===== src/rtl/trap_pipe_ctrl_if.sv =====
// Pipeline-facing bundle of trap_pipe_ctrl: redirect sources, trap requests,
// interrupt lines and CSR values in; redirect, ack, CSR strobes and stage controls out.
interface trap_pipe_ctrl_if #(
  parameter int unsigned NUM_IRQ = 8
);
  localparam int unsigned IDW = $clog2(NUM_IRQ);

  logic               branch_taken;
  logic [31:0]        branch_target;
  logic               jump_taken;
  logic [31:0]        jump_target;
  logic [31:0]        pc_if;
  logic               exc_valid;
  logic [4:0]         exc_code;
  logic               exc_mret;
  logic               exc_wfi;
  logic               exc_fence;
  logic [NUM_IRQ-1:0] irq_pending;
  logic               mstatus_mie;
  logic [31:0]        mtvec;
  logic [31:0]        mepc;

  logic               set_pc_valid;
  logic [31:0]        set_pc;
  logic               fetch_enable;
  logic               irq_ack;
  logic [IDW-1:0]     irq_ack_id;
  logic               mcause_update;
  logic [31:0]        mcause;
  logic               mepc_update;
  logic               mepc_sel;
  logic [4:0]         flush;
  logic [4:0]         stall;
  logic               sleeping;

  // Pipeline / CSR side
  modport master (
    output branch_taken, branch_target, jump_taken, jump_target, pc_if,
           exc_valid, exc_code, exc_mret, exc_wfi, exc_fence,
           irq_pending, mstatus_mie, mtvec, mepc,
    input  set_pc_valid, set_pc, fetch_enable, irq_ack, irq_ack_id,
           mcause_update, mcause, mepc_update, mepc_sel, flush, stall, sleeping
  );

  // Trap controller side
  modport slave (
    input  branch_taken, branch_target, jump_taken, jump_target, pc_if,
           exc_valid, exc_code, exc_mret, exc_wfi, exc_fence,
           irq_pending, mstatus_mie, mtvec, mepc,
    output set_pc_valid, set_pc, fetch_enable, irq_ack, irq_ack_id,
           mcause_update, mcause, mepc_update, mepc_sel, flush, stall, sleeping
  );
endinterface


===== src/rtl/trap_pipe_ctrl.sv =====
// Trap and pipeline controller: exceptions, prioritised interrupts, fetch redirect,
// flush/stall sequencing and WFI sleep. Optional sleep timeout: TRAP_PIPE_CTRL_WFI_TIMEOUT_EN.
module trap_pipe_ctrl #(
  parameter int unsigned NUM_IRQ      = 8,
  parameter int unsigned FLUSH_CYCLES = 1,
  parameter int unsigned WFI_TIMEOUT  = 1024
) (
  input logic              clk,
  input logic              reset_n,
  trap_pipe_ctrl_if.slave  bus
);
  localparam int unsigned IDW = $clog2(NUM_IRQ);
  localparam int unsigned FCW = 3;

  if (NUM_IRQ < 3 || NUM_IRQ > 32 || FLUSH_CYCLES < 1 || FLUSH_CYCLES > 7 ||
      WFI_TIMEOUT < 1) begin : g_param_check
    $error("trap_pipe_ctrl: parameter out of range");
  end

  typedef enum logic [1:0] {S_IDLE, S_FLUSH, S_SLEEP, S_WAKEUP} state_t;
  typedef enum logic [2:0] {K_EXC, K_MRET, K_WFI, K_FENCE, K_IRQ} kind_t;

  state_t           state_q;
  kind_t            kind_q;
  logic [FCW-1:0]   flush_cnt_q;
`ifdef TRAP_PIPE_CTRL_WFI_TIMEOUT_EN
  logic [31:0]      sleep_cnt_q;
`endif

  logic             set_pc_valid_q;
  logic [31:0]      set_pc_q;
  logic             fetch_enable_q;
  logic             irq_ack_q;
  logic [IDW-1:0]   irq_ack_id_q;
  logic             mcause_update_q;
  logic [31:0]      mcause_q;
  logic             mepc_update_q;
  logic             mepc_sel_q;
  logic [4:0]       flush_q;
  logic [4:0]       stall_q;
  logic             sleeping_q;

  logic [NUM_IRQ-1:0] eligible;
  logic               sel_any;
  logic               pend_any;
  logic [IDW-1:0]     sel_id;
  logic [4:0]         sel_cause;
  logic [31:0]        trap_base;
  logic [31:0]        irq_pc;
  logic               flush_done;
  logic               wake_c;

  // Interrupt arbitration: highest platform line, then MEI, MSI, MTI
  always_comb begin
    eligible = bus.irq_pending & {NUM_IRQ{bus.mstatus_mie}};
    sel_any  = |eligible;
    pend_any = |bus.irq_pending;
    sel_id   = '0;
    if (eligible[1]) sel_id = IDW'(1);
    if (eligible[0]) sel_id = IDW'(0);
    if (eligible[2]) sel_id = IDW'(2);
    for (int unsigned i = 3; i < NUM_IRQ; i++) begin
      if (eligible[i]) sel_id = IDW'(i);
    end
    if (sel_id == IDW'(0))      sel_cause = 5'd3;
    else if (sel_id == IDW'(1)) sel_cause = 5'd7;
    else if (sel_id == IDW'(2)) sel_cause = 5'd11;
    else                        sel_cause = 5'(32'(sel_id) + 32'd13);
    trap_base = {bus.mtvec[31:2], 2'b00};
    irq_pc    = (bus.mtvec[1:0] == 2'b01) ? trap_base + {25'd0, sel_cause, 2'b00}
                                          : trap_base;
  end

  // Wake from WFI: pending line, or optional sleep timeout
  always_comb begin
    flush_done = (flush_cnt_q == FCW'(FLUSH_CYCLES - 1));
    wake_c     = 1'b0;
    if (state_q == S_FLUSH && flush_done && kind_q == K_WFI && pend_any) wake_c = 1'b1;
    if (state_q == S_SLEEP && pend_any) wake_c = 1'b1;
`ifdef TRAP_PIPE_CTRL_WFI_TIMEOUT_EN
    if (state_q == S_SLEEP && !pend_any && sleep_cnt_q == 32'(WFI_TIMEOUT - 1)) wake_c = 1'b1;
`endif
  end

  // State machine with registered outputs; first-cycle actions computed on entry
  always_ff @(posedge clk or negedge reset_n) begin
    if (!reset_n) begin
      state_q         <= S_IDLE;
      kind_q          <= K_EXC;
      flush_cnt_q     <= '0;
`ifdef TRAP_PIPE_CTRL_WFI_TIMEOUT_EN
      sleep_cnt_q     <= '0;
`endif
      set_pc_valid_q  <= 1'b0;
      set_pc_q        <= '0;
      fetch_enable_q  <= 1'b1;
      irq_ack_q       <= 1'b0;
      irq_ack_id_q    <= '0;
      mcause_update_q <= 1'b0;
      mcause_q        <= '0;
      mepc_update_q   <= 1'b0;
      mepc_sel_q      <= 1'b0;
      flush_q         <= '0;
      stall_q         <= '0;
      sleeping_q      <= 1'b0;
    end else begin
      set_pc_valid_q  <= 1'b0;
      irq_ack_q       <= 1'b0;
      mcause_update_q <= 1'b0;
      mepc_update_q   <= 1'b0;
      flush_q         <= '0;
      stall_q         <= '0;
      fetch_enable_q  <= 1'b1;
      sleeping_q      <= 1'b0;

      unique case (state_q)
        S_IDLE: begin
          if (bus.exc_valid || sel_any) begin
            state_q     <= S_FLUSH;
            flush_cnt_q <= '0;
            flush_q     <= '1;
            if (bus.exc_valid) begin
              if (bus.exc_mret) begin
                kind_q         <= K_MRET;
                set_pc_valid_q <= 1'b1;
                set_pc_q       <= bus.mepc;
              end else if (bus.exc_fence) begin
                kind_q         <= K_FENCE;
                set_pc_valid_q <= 1'b1;
                set_pc_q       <= bus.pc_if;
              end else if (bus.exc_wfi) begin
                kind_q        <= K_WFI;
                mepc_update_q <= 1'b1;
                mepc_sel_q    <= 1'b1;
              end else begin
                kind_q          <= K_EXC;
                set_pc_valid_q  <= 1'b1;
                set_pc_q        <= trap_base;
                mcause_update_q <= 1'b1;
                mcause_q        <= {1'b0, 26'd0, bus.exc_code};
                mepc_update_q   <= 1'b1;
                mepc_sel_q      <= 1'b0;
              end
            end else begin
              kind_q          <= K_IRQ;
              set_pc_valid_q  <= 1'b1;
              set_pc_q        <= irq_pc;
              mcause_update_q <= 1'b1;
              mcause_q        <= {1'b1, 26'd0, sel_cause};
              irq_ack_q       <= 1'b1;
              irq_ack_id_q    <= sel_id;
              mepc_update_q   <= 1'b1;
              mepc_sel_q      <= 1'b0;
            end
          end else begin
            set_pc_valid_q <= bus.branch_taken | bus.jump_taken;
            if (bus.branch_taken)    set_pc_q <= bus.branch_target;
            else if (bus.jump_taken) set_pc_q <= bus.jump_target;
            flush_q <= (bus.branch_taken | bus.jump_taken) ? 5'b00011 : 5'b00000;
          end
        end
        S_FLUSH: begin
          if (!flush_done) begin
            flush_cnt_q <= FCW'(flush_cnt_q + FCW'(1));
            flush_q     <= '1;
          end else if (kind_q != K_WFI) begin
            state_q <= S_IDLE;
          end else if (!pend_any) begin
            state_q        <= S_SLEEP;
            fetch_enable_q <= 1'b0;
            stall_q        <= '1;
            sleeping_q     <= 1'b1;
`ifdef TRAP_PIPE_CTRL_WFI_TIMEOUT_EN
            sleep_cnt_q    <= '0;
`endif
          end
        end
        S_SLEEP: begin
          if (!wake_c) begin
            fetch_enable_q <= 1'b0;
            stall_q        <= '1;
            sleeping_q     <= 1'b1;
`ifdef TRAP_PIPE_CTRL_WFI_TIMEOUT_EN
            sleep_cnt_q    <= sleep_cnt_q + 32'd1;
`endif
          end
        end
        S_WAKEUP: state_q <= S_IDLE;
        default:  state_q <= S_IDLE;
      endcase

      // mepc already captured with mepc_sel=1 at WFI entry, so no mepc write here
      if (wake_c) begin
        state_q        <= S_WAKEUP;
        set_pc_valid_q <= 1'b1;
        if (bus.mstatus_mie && sel_any) begin
          set_pc_q        <= irq_pc;
          mcause_update_q <= 1'b1;
          mcause_q        <= {1'b1, 26'd0, sel_cause};
          irq_ack_q       <= 1'b1;
          irq_ack_id_q    <= sel_id;
        end else begin
          set_pc_q <= bus.mepc;
        end
      end
    end
  end

  assign bus.set_pc_valid  = set_pc_valid_q;
  assign bus.set_pc        = set_pc_q;
  assign bus.fetch_enable  = fetch_enable_q;
  assign bus.irq_ack       = irq_ack_q;
  assign bus.irq_ack_id    = irq_ack_id_q;
  assign bus.mcause_update = mcause_update_q;
  assign bus.mcause        = mcause_q;
  assign bus.mepc_update   = mepc_update_q;
  assign bus.mepc_sel      = mepc_sel_q;
  assign bus.flush         = flush_q;
  assign bus.stall         = stall_q;
  assign bus.sleeping      = sleeping_q;

endmodule


===== src/flat_wrapper.sv =====
// flat-port wrapper written by rule: the top's interface ports become plain ports
module trap_pipe_ctrl_flat 
#(
  parameter int unsigned NUM_IRQ      = 8,
  parameter int unsigned FLUSH_CYCLES = 1,
  parameter int unsigned WFI_TIMEOUT  = 1024
)
  (clk, reset_n, bus_branch_taken, bus_branch_target, bus_jump_taken, bus_jump_target, bus_pc_if, bus_exc_valid, bus_exc_code, bus_exc_mret, bus_exc_wfi, bus_exc_fence, bus_irq_pending, bus_mstatus_mie, bus_mtvec, bus_mepc, bus_set_pc_valid, bus_set_pc, bus_fetch_enable, bus_irq_ack, bus_irq_ack_id, bus_mcause_update, bus_mcause, bus_mepc_update, bus_mepc_sel, bus_flush, bus_stall, bus_sleeping);
  trap_pipe_ctrl_if #(.NUM_IRQ(NUM_IRQ)) bus_i ();
  input logic clk;
  input logic reset_n;
  input wire logic [$bits(bus_i.branch_taken)-1:0] bus_branch_taken;
  input wire logic [$bits(bus_i.branch_target)-1:0] bus_branch_target;
  input wire logic [$bits(bus_i.jump_taken)-1:0] bus_jump_taken;
  input wire logic [$bits(bus_i.jump_target)-1:0] bus_jump_target;
  input wire logic [$bits(bus_i.pc_if)-1:0] bus_pc_if;
  input wire logic [$bits(bus_i.exc_valid)-1:0] bus_exc_valid;
  input wire logic [$bits(bus_i.exc_code)-1:0] bus_exc_code;
  input wire logic [$bits(bus_i.exc_mret)-1:0] bus_exc_mret;
  input wire logic [$bits(bus_i.exc_wfi)-1:0] bus_exc_wfi;
  input wire logic [$bits(bus_i.exc_fence)-1:0] bus_exc_fence;
  input wire logic [$bits(bus_i.irq_pending)-1:0] bus_irq_pending;
  input wire logic [$bits(bus_i.mstatus_mie)-1:0] bus_mstatus_mie;
  input wire logic [$bits(bus_i.mtvec)-1:0] bus_mtvec;
  input wire logic [$bits(bus_i.mepc)-1:0] bus_mepc;
  output wire logic [$bits(bus_i.set_pc_valid)-1:0] bus_set_pc_valid;
  output wire logic [$bits(bus_i.set_pc)-1:0] bus_set_pc;
  output wire logic [$bits(bus_i.fetch_enable)-1:0] bus_fetch_enable;
  output wire logic [$bits(bus_i.irq_ack)-1:0] bus_irq_ack;
  output wire logic [$bits(bus_i.irq_ack_id)-1:0] bus_irq_ack_id;
  output wire logic [$bits(bus_i.mcause_update)-1:0] bus_mcause_update;
  output wire logic [$bits(bus_i.mcause)-1:0] bus_mcause;
  output wire logic [$bits(bus_i.mepc_update)-1:0] bus_mepc_update;
  output wire logic [$bits(bus_i.mepc_sel)-1:0] bus_mepc_sel;
  output wire logic [$bits(bus_i.flush)-1:0] bus_flush;
  output wire logic [$bits(bus_i.stall)-1:0] bus_stall;
  output wire logic [$bits(bus_i.sleeping)-1:0] bus_sleeping;
  assign bus_i.branch_taken = bus_branch_taken;
  assign bus_i.branch_target = bus_branch_target;
  assign bus_i.jump_taken = bus_jump_taken;
  assign bus_i.jump_target = bus_jump_target;
  assign bus_i.pc_if = bus_pc_if;
  assign bus_i.exc_valid = bus_exc_valid;
  assign bus_i.exc_code = bus_exc_code;
  assign bus_i.exc_mret = bus_exc_mret;
  assign bus_i.exc_wfi = bus_exc_wfi;
  assign bus_i.exc_fence = bus_exc_fence;
  assign bus_i.irq_pending = bus_irq_pending;
  assign bus_i.mstatus_mie = bus_mstatus_mie;
  assign bus_i.mtvec = bus_mtvec;
  assign bus_i.mepc = bus_mepc;
  assign bus_set_pc_valid = bus_i.set_pc_valid;
  assign bus_set_pc = bus_i.set_pc;
  assign bus_fetch_enable = bus_i.fetch_enable;
  assign bus_irq_ack = bus_i.irq_ack;
  assign bus_irq_ack_id = bus_i.irq_ack_id;
  assign bus_mcause_update = bus_i.mcause_update;
  assign bus_mcause = bus_i.mcause;
  assign bus_mepc_update = bus_i.mepc_update;
  assign bus_mepc_sel = bus_i.mepc_sel;
  assign bus_flush = bus_i.flush;
  assign bus_stall = bus_i.stall;
  assign bus_sleeping = bus_i.sleeping;
  trap_pipe_ctrl #(.NUM_IRQ(NUM_IRQ), .FLUSH_CYCLES(FLUSH_CYCLES), .WFI_TIMEOUT(WFI_TIMEOUT)) u_core (.clk(clk), .reset_n(reset_n), .bus(bus_i));
endmodule

===== config.mk =====
export PLATFORM = sky130hd
export DESIGN_NAME = trap_pipe_ctrl_flat
export DESIGN_NICKNAME = d
export VERILOG_FILES = /design/src/rtl/trap_pipe_ctrl_if.sv /design/src/rtl/trap_pipe_ctrl.sv /design/src/flat_wrapper.sv
export SDC_FILE = /design/constraint.sdc
export NUM_CORES = 1
export LEC_CHECK = 0
export CAP_MARGIN = 5
export CORE_ASPECT_RATIO = 0.6
export CORE_MARGIN = 2
export CORE_UTILIZATION = 48
export DETAILED_ROUTE_END_ITERATION = 16
export PLACE_DENSITY = 0.88
export SETUP_SLACK_MARGIN = 0.15
export SKIP_CTS_REPAIR_TIMING = 1
export SYNTH_ARGS = -nofsm -noshare
export SYNTH_HDL_FRONTEND = slang
export SYNTH_SLANG_ARGS = --single-unit

===== constraint.sdc =====
create_clock -name clk -period 3.8 [get_ports clk]
set_clock_uncertainty 0.05 [all_clocks]
set_input_delay 0.95 -clock clk [delete_from_list [all_inputs] [get_ports clk]]
set_output_delay 0.95 -clock clk [all_outputs]
set_load 0.02 [all_outputs]

Word level (Yosys, flattened, before mapping)
Cells that the tools add are included.

operators by class
  add/sub/neg operators = 3
  equal/unequal tests = 16
  multiplexer cells = 97
  bitwise gates (word level) = 2
  reductions and logical operators = 20

operators by type and width
  kind                                                                     count
  32-bit two-way mux                                                       19
  3-bit two-way mux                                                        17
  5-bit two-way mux                                                        9
  1-bit two-way mux                                                        39
  32-bit by 7-bit adder with 32-bit output                                 1
  5-bit one-hot mux with 2 select lines                                    2
  8-bit OR reduction                                                       2
  2-bit two-way mux                                                        7
  8-bit bitwise AND                                                        1
  4-bit AND reduction                                                      2
  4-bit nonzero test                                                       2
  3-bit by 2-bit equality test with 1-bit output, second input constant    2
  3-bit logical NOT                                                        2
  2-bit inequality test, second input constant                             3
  3-bit by 1-bit inequality test with 1-bit output, second input constant  2
  6-bit by 5-bit inequality test with 1-bit output, second input constant  1
  2-bit one-hot mux with 3 select lines                                    1
  3-bit one-hot mux with 2 select lines                                    1
  3-bit AND reduction                                                      2
  3-bit by 4-bit adder with 5-bit output, second input constant            1
  1-bit logical AND                                                        5
  2-bit by 1-bit equality test with 1-bit output, second input constant    2
  2-bit equality test, second input constant                               2
  4-bit inequality test, second input constant                             1
  other kinds (10)                                                         12

storage, ports and cells
  bits in registers = 92
  input bits = 182
  logic and storage cells = 153

Logic depth before layout (Yosys ltp)
  word-level depth = 19
  gate-level depth with buffers = 14

Worst setup path before layout
No wires, ideal clock.

  kind = input to register
  from = in bus_irq_pending[0]
  to = reg u_core.set_pc_q[24] (netlist: u_core.bus.set_pc[24])
  setup time = 0.121 ns
  data arrival time = 3.987 ns
  slack = -0.358 ns
  cell stages on the path = 13
  cell sequence = nor3b_1 -> o21bai_1 -> a211oi_1 -> o21ai_0 -> ha_1 -> a221oi_1 -> ha_1 -> nor2b_1 -> o31ai_1 -> a2111oi_2 -> xnor2_1 -> a21oi_1 -> o22a_1

on the way
  word-level cells in the longest chain between the ends = 18

ends and longest elaborated chain
  item                                                                                                      line                                        text
  start, declared                                                                                           flat_wrapper.sv:22                          input wire logic [$bits(bus_i.irq_pending)-1:0] bus_irq_pending;
  8-bit bitwise AND                                                                                         trap_pipe_ctrl.sv:55                        eligible = bus.irq_pending & {NUM_IRQ{bus.mstatus_mie}};
  3-bit two-way mux                                                                                         trap_pipe_ctrl.sv:60                        if (eligible[0]) sel_id = IDW'(0);
  3-bit two-way mux                                                                                         trap_pipe_ctrl.sv:61                        if (eligible[2]) sel_id = IDW'(2);
  3-bit two-way mux (5 in series)                                                                           trap_pipe_ctrl.sv:63                        if (eligible[i]) sel_id = IDW'(i);
  3-bit by 4-bit adder with 5-bit output or 3-bit by 2-bit equality test with 1-bit output (tied branches)  trap_pipe_ctrl.sv:68, trap_pipe_ctrl.sv:67
  5-bit two-way mux                                                                                         trap_pipe_ctrl.sv:67                        else if (sel_id == IDW'(2)) sel_cause = 5'd11;
  5-bit two-way mux                                                                                         trap_pipe_ctrl.sv:66                        else if (sel_id == IDW'(1)) sel_cause = 5'd7;
  5-bit two-way mux                                                                                         trap_pipe_ctrl.sv:65                        if (sel_id == IDW'(0)) sel_cause = 5'd3;
  32-bit by 7-bit adder with 32-bit output                                                                  trap_pipe_ctrl.sv:70                        irq_pc = (bus.mtvec[1:0] == 2'b01) ? trap_base + {25'd0, sel_cause, 2'b00}
  32-bit two-way mux                                                                                        trap_pipe_ctrl.sv:70
  32-bit two-way mux                                                                                        trap_pipe_ctrl.sv:122                       if (bus.exc_valid) begin
  32-bit two-way mux                                                                                        trap_pipe_ctrl.sv:118                       if (bus.exc_valid || sel_any) begin
  32-bit two-way mux                                                                                        trap_pipe_ctrl.sv:116                       unique case (state_q)
  32-bit two-way mux                                                                                        trap_pipe_ctrl.sv:193                       if (wake_c) begin
  end signal, assigned                                                                                      trap_pipe_ctrl.sv:126                       set_pc_q <= bus.mepc;
  end signal, assigned                                                                                      trap_pipe_ctrl.sv:130                       set_pc_q <= bus.pc_if;
  end signal, assigned                                                                                      trap_pipe_ctrl.sv:197                       set_pc_q <= irq_pc;
  end, declared                                                                                             trap_pipe_ctrl.sv:31                        logic [31:0] set_pc_q;

Several ways; a longest one is shown, not always the timed one. The select of a mux whose other input is x is not followed.
A chain may end at the register's enable or synchronous reset.

Worst setup path after layout
  from = in bus_irq_pending[2]
  to = reg u_core.set_pc_q[28] (netlist: u_core.bus.set_pc[28])

on the way
  word-level cells in the longest chain between the ends = 17

ends and longest elaborated chain
  item                                                                                                      line
  8-bit bitwise AND                                                                                         trap_pipe_ctrl.sv:55
  3-bit two-way mux                                                                                         trap_pipe_ctrl.sv:61
  3-bit two-way mux (5 in series)                                                                           trap_pipe_ctrl.sv:63
  3-bit by 4-bit adder with 5-bit output or 3-bit by 2-bit equality test with 1-bit output (tied branches)  trap_pipe_ctrl.sv:68, trap_pipe_ctrl.sv:67
  5-bit two-way mux                                                                                         trap_pipe_ctrl.sv:67
  5-bit two-way mux                                                                                         trap_pipe_ctrl.sv:66
  5-bit two-way mux                                                                                         trap_pipe_ctrl.sv:65
  32-bit by 7-bit adder with 32-bit output                                                                  trap_pipe_ctrl.sv:70
  32-bit two-way mux                                                                                        trap_pipe_ctrl.sv:70
  32-bit two-way mux                                                                                        trap_pipe_ctrl.sv:122
  32-bit two-way mux                                                                                        trap_pipe_ctrl.sv:118
  32-bit two-way mux                                                                                        trap_pipe_ctrl.sv:116
  32-bit two-way mux                                                                                        trap_pipe_ctrl.sv:193

Several ways; a longest one is shown, not always the timed one. The select of a mux whose other input is x is not followed.

==> summary.txt <==
Outcome
  • Outcome: finished with violations
  • Failing checks: negative setup slack

Clocking
  • H-tree levels: 3
  • Reg clk slew, reported paths: 0.08 ns
  • Worst-Skew Late Latency: approximately 0.35 ns
  • CTS root buf: clkbuf_16
  • CTS Buf Count: 9
  • TritonCTS clock tree: yes
  • Max Buffers Root-to-Sink: 2
  • Clock Sinks: 84

Synth
  • Syn nets: ~960
  • Post-synth top area cell: dfrtp_1
  • Synth area leaders: dfrtp_1 32%, mux2i_1 8.1%, nand2_1 5.4%
  • Gate Count Post-Synth: 762
  • Post-synthesis sequential area ratio: 32.7%
  • Syn. warnings: 0
  • Asr flop ratio synth: 100%
  • Netlist cell types: 68
  • Syn_area_per_cell: approximately 8.4 µm²
  • Top cells by count, synth: 92 x nand2_1, 83 x dfrtp_1, 54 x o21ai_0, 52 x a21oi_1, 52 x mux2i_1
  • EDFF count, synth: 0
  • Ys flop type: dfrtp_1
  • Synth top area share: about 32%
  • Yosys reg bits: 84
  • Post-Syn Area: around 6400 µm²
  • Most common cell in the netlist: nand2_1

Global routing
  • Vias in the first global route: 7157
  • Initial antenna violation count: 0
  • All-Layer GR Usage: 35.0%
  • Global-route wire length before repair: 39.2 mm
  • Largest net degree at the start of global routing: 85
  • Grt total ovfl: 0

Worst setup path
  • CP startpoint kind: input pin
  • Worst R2R Setup Slack: between 0.7 and 0.8 ns
  • Reg2reg end: u_core.bus.set_pc[28]
  • Critical path class: input pin to flop
  • Crit path to: u_core.bus.set_pc[28]
  • Worst Setup SP: bus_irq_pending[2]
  • Reg2reg path depth: 10
  • Worst EP required: 3.99 ns
  • Crit path max fanout: 6
  • Worst Path Arrival: 4.04 ns
  • RR Startpoint: u_core.state_q[1]
  • Crit. End Element: flop

Detailed routing
  • Avg WL per Cell: 21.9 µm
  • Drt initial violations: approximately 870
  • Vias per cell: 6.23
  • Post-route ant nets: 0
  • Post-route DRC: 0
  • Drt pass-1 iters: 6
  • Total wire length: 26.9 mm
  • Via count: 7670

Die
  • Die X: 153 µm
  • DIE AREA: 14400 µm²
  • I/O pin total: 266
  • Core Rows: 32
  • Core area: 12900 µm²
  • Initial core utilization: between 40% and 50%
  • Die Ht: 93.6 µm

Finish
  • Non-filler cells in the finished layout: 1231
  • Final #Nets: 1251
  • # diodes: 0
  • Layout cells sized above 1: between 10% and 20%
  • Fill cells: 854
  • Syn-to-layout area delta: 60.5%
  • FF+latch area: 2100 µm²
  • Area of the multi-input gates: 4290 µm²

Timing
  • Unrepaired setup endpoints after global routing: true
  • Final setup margin: -0.0466 ns
  • Max-slew headroom: 25.5%
  • Final setup fails: 3
  • Slew Viols, Final: 0
  • Period minus WS final: 3.85 ns
  • Worst hold margin: 0.446 ns
  • Final setup TNS: -0.0648 ns
  • Slew @ Worst Pin: 1.12 ns
  • Final worst path period share: 101%
  • Fin. Hold Viols: 0
  • Max Freq: 260 MHz

Power
  • Worst IR drop on VDD: around 270 µV
  • Total power: 0.00510 W
  • Leakage: 4.33 nW
  • Power Dens Cells: between 400 and 500 nW/µm²

Placed design
  • Cells after DPL: 1200
  • HPWL Detailed: around 19 mm
  • I/O Buffers: about 270
  • Gpl congestion: 0.942

Run
  • Total of max-cap violations: 0

Worst hold path
  • Hold Crit Class: flop to flop
-- logic make-up after synthesis --
logic type,synth area share (%)
compound gates,26.9
simple gates,18.8
buf+inv,5.86
flops,32.7
mux,9.68
xor+xnor,3.41
fa+ha+maj,2.65
-- power breakdown --
| group | switching, W | internal, W | total, W |
|---|---|---|---|
| Clock | 0.000418 | 0.000459 | 0.000877 |
| Sequential | 0.000178 | 0.00118 | 0.00136 |
| Combinational | 0.00157 | 0.00129 | 0.00286 |
| Total | 0.00217 | 0.00293 | 0.00510 |
-- cells in the final DEF (no fill, tap or decap), types with 10 or more instances in the layout --
| cell | n |
|---|---|
| clkdlybuf4s50_1 | 252 |
| nand2_1 | 92 |
| dfrtp_1 | 83 |
| buf_4 | 79 |
| mux2i_1 | 52 |
| o21ai_0 | 50 |
| a21oi_1 | 46 |
| nor2_1 | 38 |
| and3_1 | 30 |
| o21ai_1 | 20 |
| inv_1 | 15 |
| nand3_1 | 13 |
| xor2_1 | 13 |
| o22ai_1 | 13 |
| o211ai_1 | 12 |
| nor2b_1 | 12 |
| ha_1 | 10 |
-- how the worst min path moves through the flow --
stage,start,end,slack [ns],depth (start not counted)
after floorplan,u_core.kind_q[0],u_core.kind_q[0],0.41,2
after global placement,u_core.bus.mcause[31],u_core.bus.mcause[31],0.41,2
after detailed placement,u_core.bus.irq_ack_id[0],u_core.bus.irq_ack_id[0],0.43,2
after CTS,u_core.bus.irq_ack_id[2],u_core.bus.irq_ack_id[2],0.44,2
after global routing,u_core.bus.mcause[31],u_core.bus.mcause[31],0.48,2
final,u_core.bus.set_pc[1],u_core.bus.set_pc[1],0.45,2
-- metrics by stage --
| stage | area [µm²] | util [%] | worst slack (ns) |
|---|---|---|---|
| after detailed placement | 9590 | 74.1 | -0.734 |
| final | 10300 | 79.7 | -0.0466 |
| after CTS | 9870 | 76.4 | -0.384 |
| after floorplan | 6490 | - | 0.0814 |
| after global placement | 9590 | 74.1 | -0.617 |
| after global routing | 10300 | 79.7 | -0.136 |
-- state kept, by name (all words and copies together), names as in the netlist --
register / count
u_core.bus.flush: 2
u_core.bus.set_pc: 32
u_core.bus.stall: 1
u_core.state_q: 2
u_core.bus.mepc_sel: 1
u_core.bus.mepc_update: 1
u_core.bus.irq_ack_id: 3
u_core.bus.mcause: 32
u_core.kind_q: 3
u_core.bus.irq_ack: 1
u_core.bus.set_pc_valid: 1
u_core.bus.mcause_update: 1
u_core.flush_cnt_q: 3
u_core.bus.fetch_enable: 1
-- per-layer routing --
metal  track usage (%)  up-vias  wire (µm)  share of wire (%)
met5                 0        -          0                  0
met4              9.79        0        817                3.0
met3              8.85       81       3500                 13
met2              53.8      602      12000                 44
met1              49.1     3589      10600                 40
li1                  -     3398          -                  -
-- worst max-delay path, cell delays in order --
cell       delay [ns]
buf_8            0.10
buf_4            0.13
o21ai_2          0.22
buf_4            0.17
nand2_1          0.07
nor3b_2          0.17
o21ai_2          0.20
ha_2             0.23
inv_2            0.04
fa_2             0.43
nor2b_4          0.15
buf_4            0.14
o31ai_4          0.07
buf_12           0.16
a2111oi_4        0.31
xnor2_1          0.20
o22ai_1          0.13
o22a_1           0.18
-- layout make-up --
| class | count | share of cell area, % |
|---|---|---|
| Multi-Input combinational cell | 592 | 41.6 |
| Timing Repair Buffer | 351 | 32.5 |
| Sequential cell | 84 | 20.4 |
| Clock buffer | 10 | 2.22 |
| Tap cell | 170 | 2.06 |
| Inverter | 18 | 0.655 |
| Clock inverter | 6 | 0.546 |
Power figures use the tool's default switching activity.
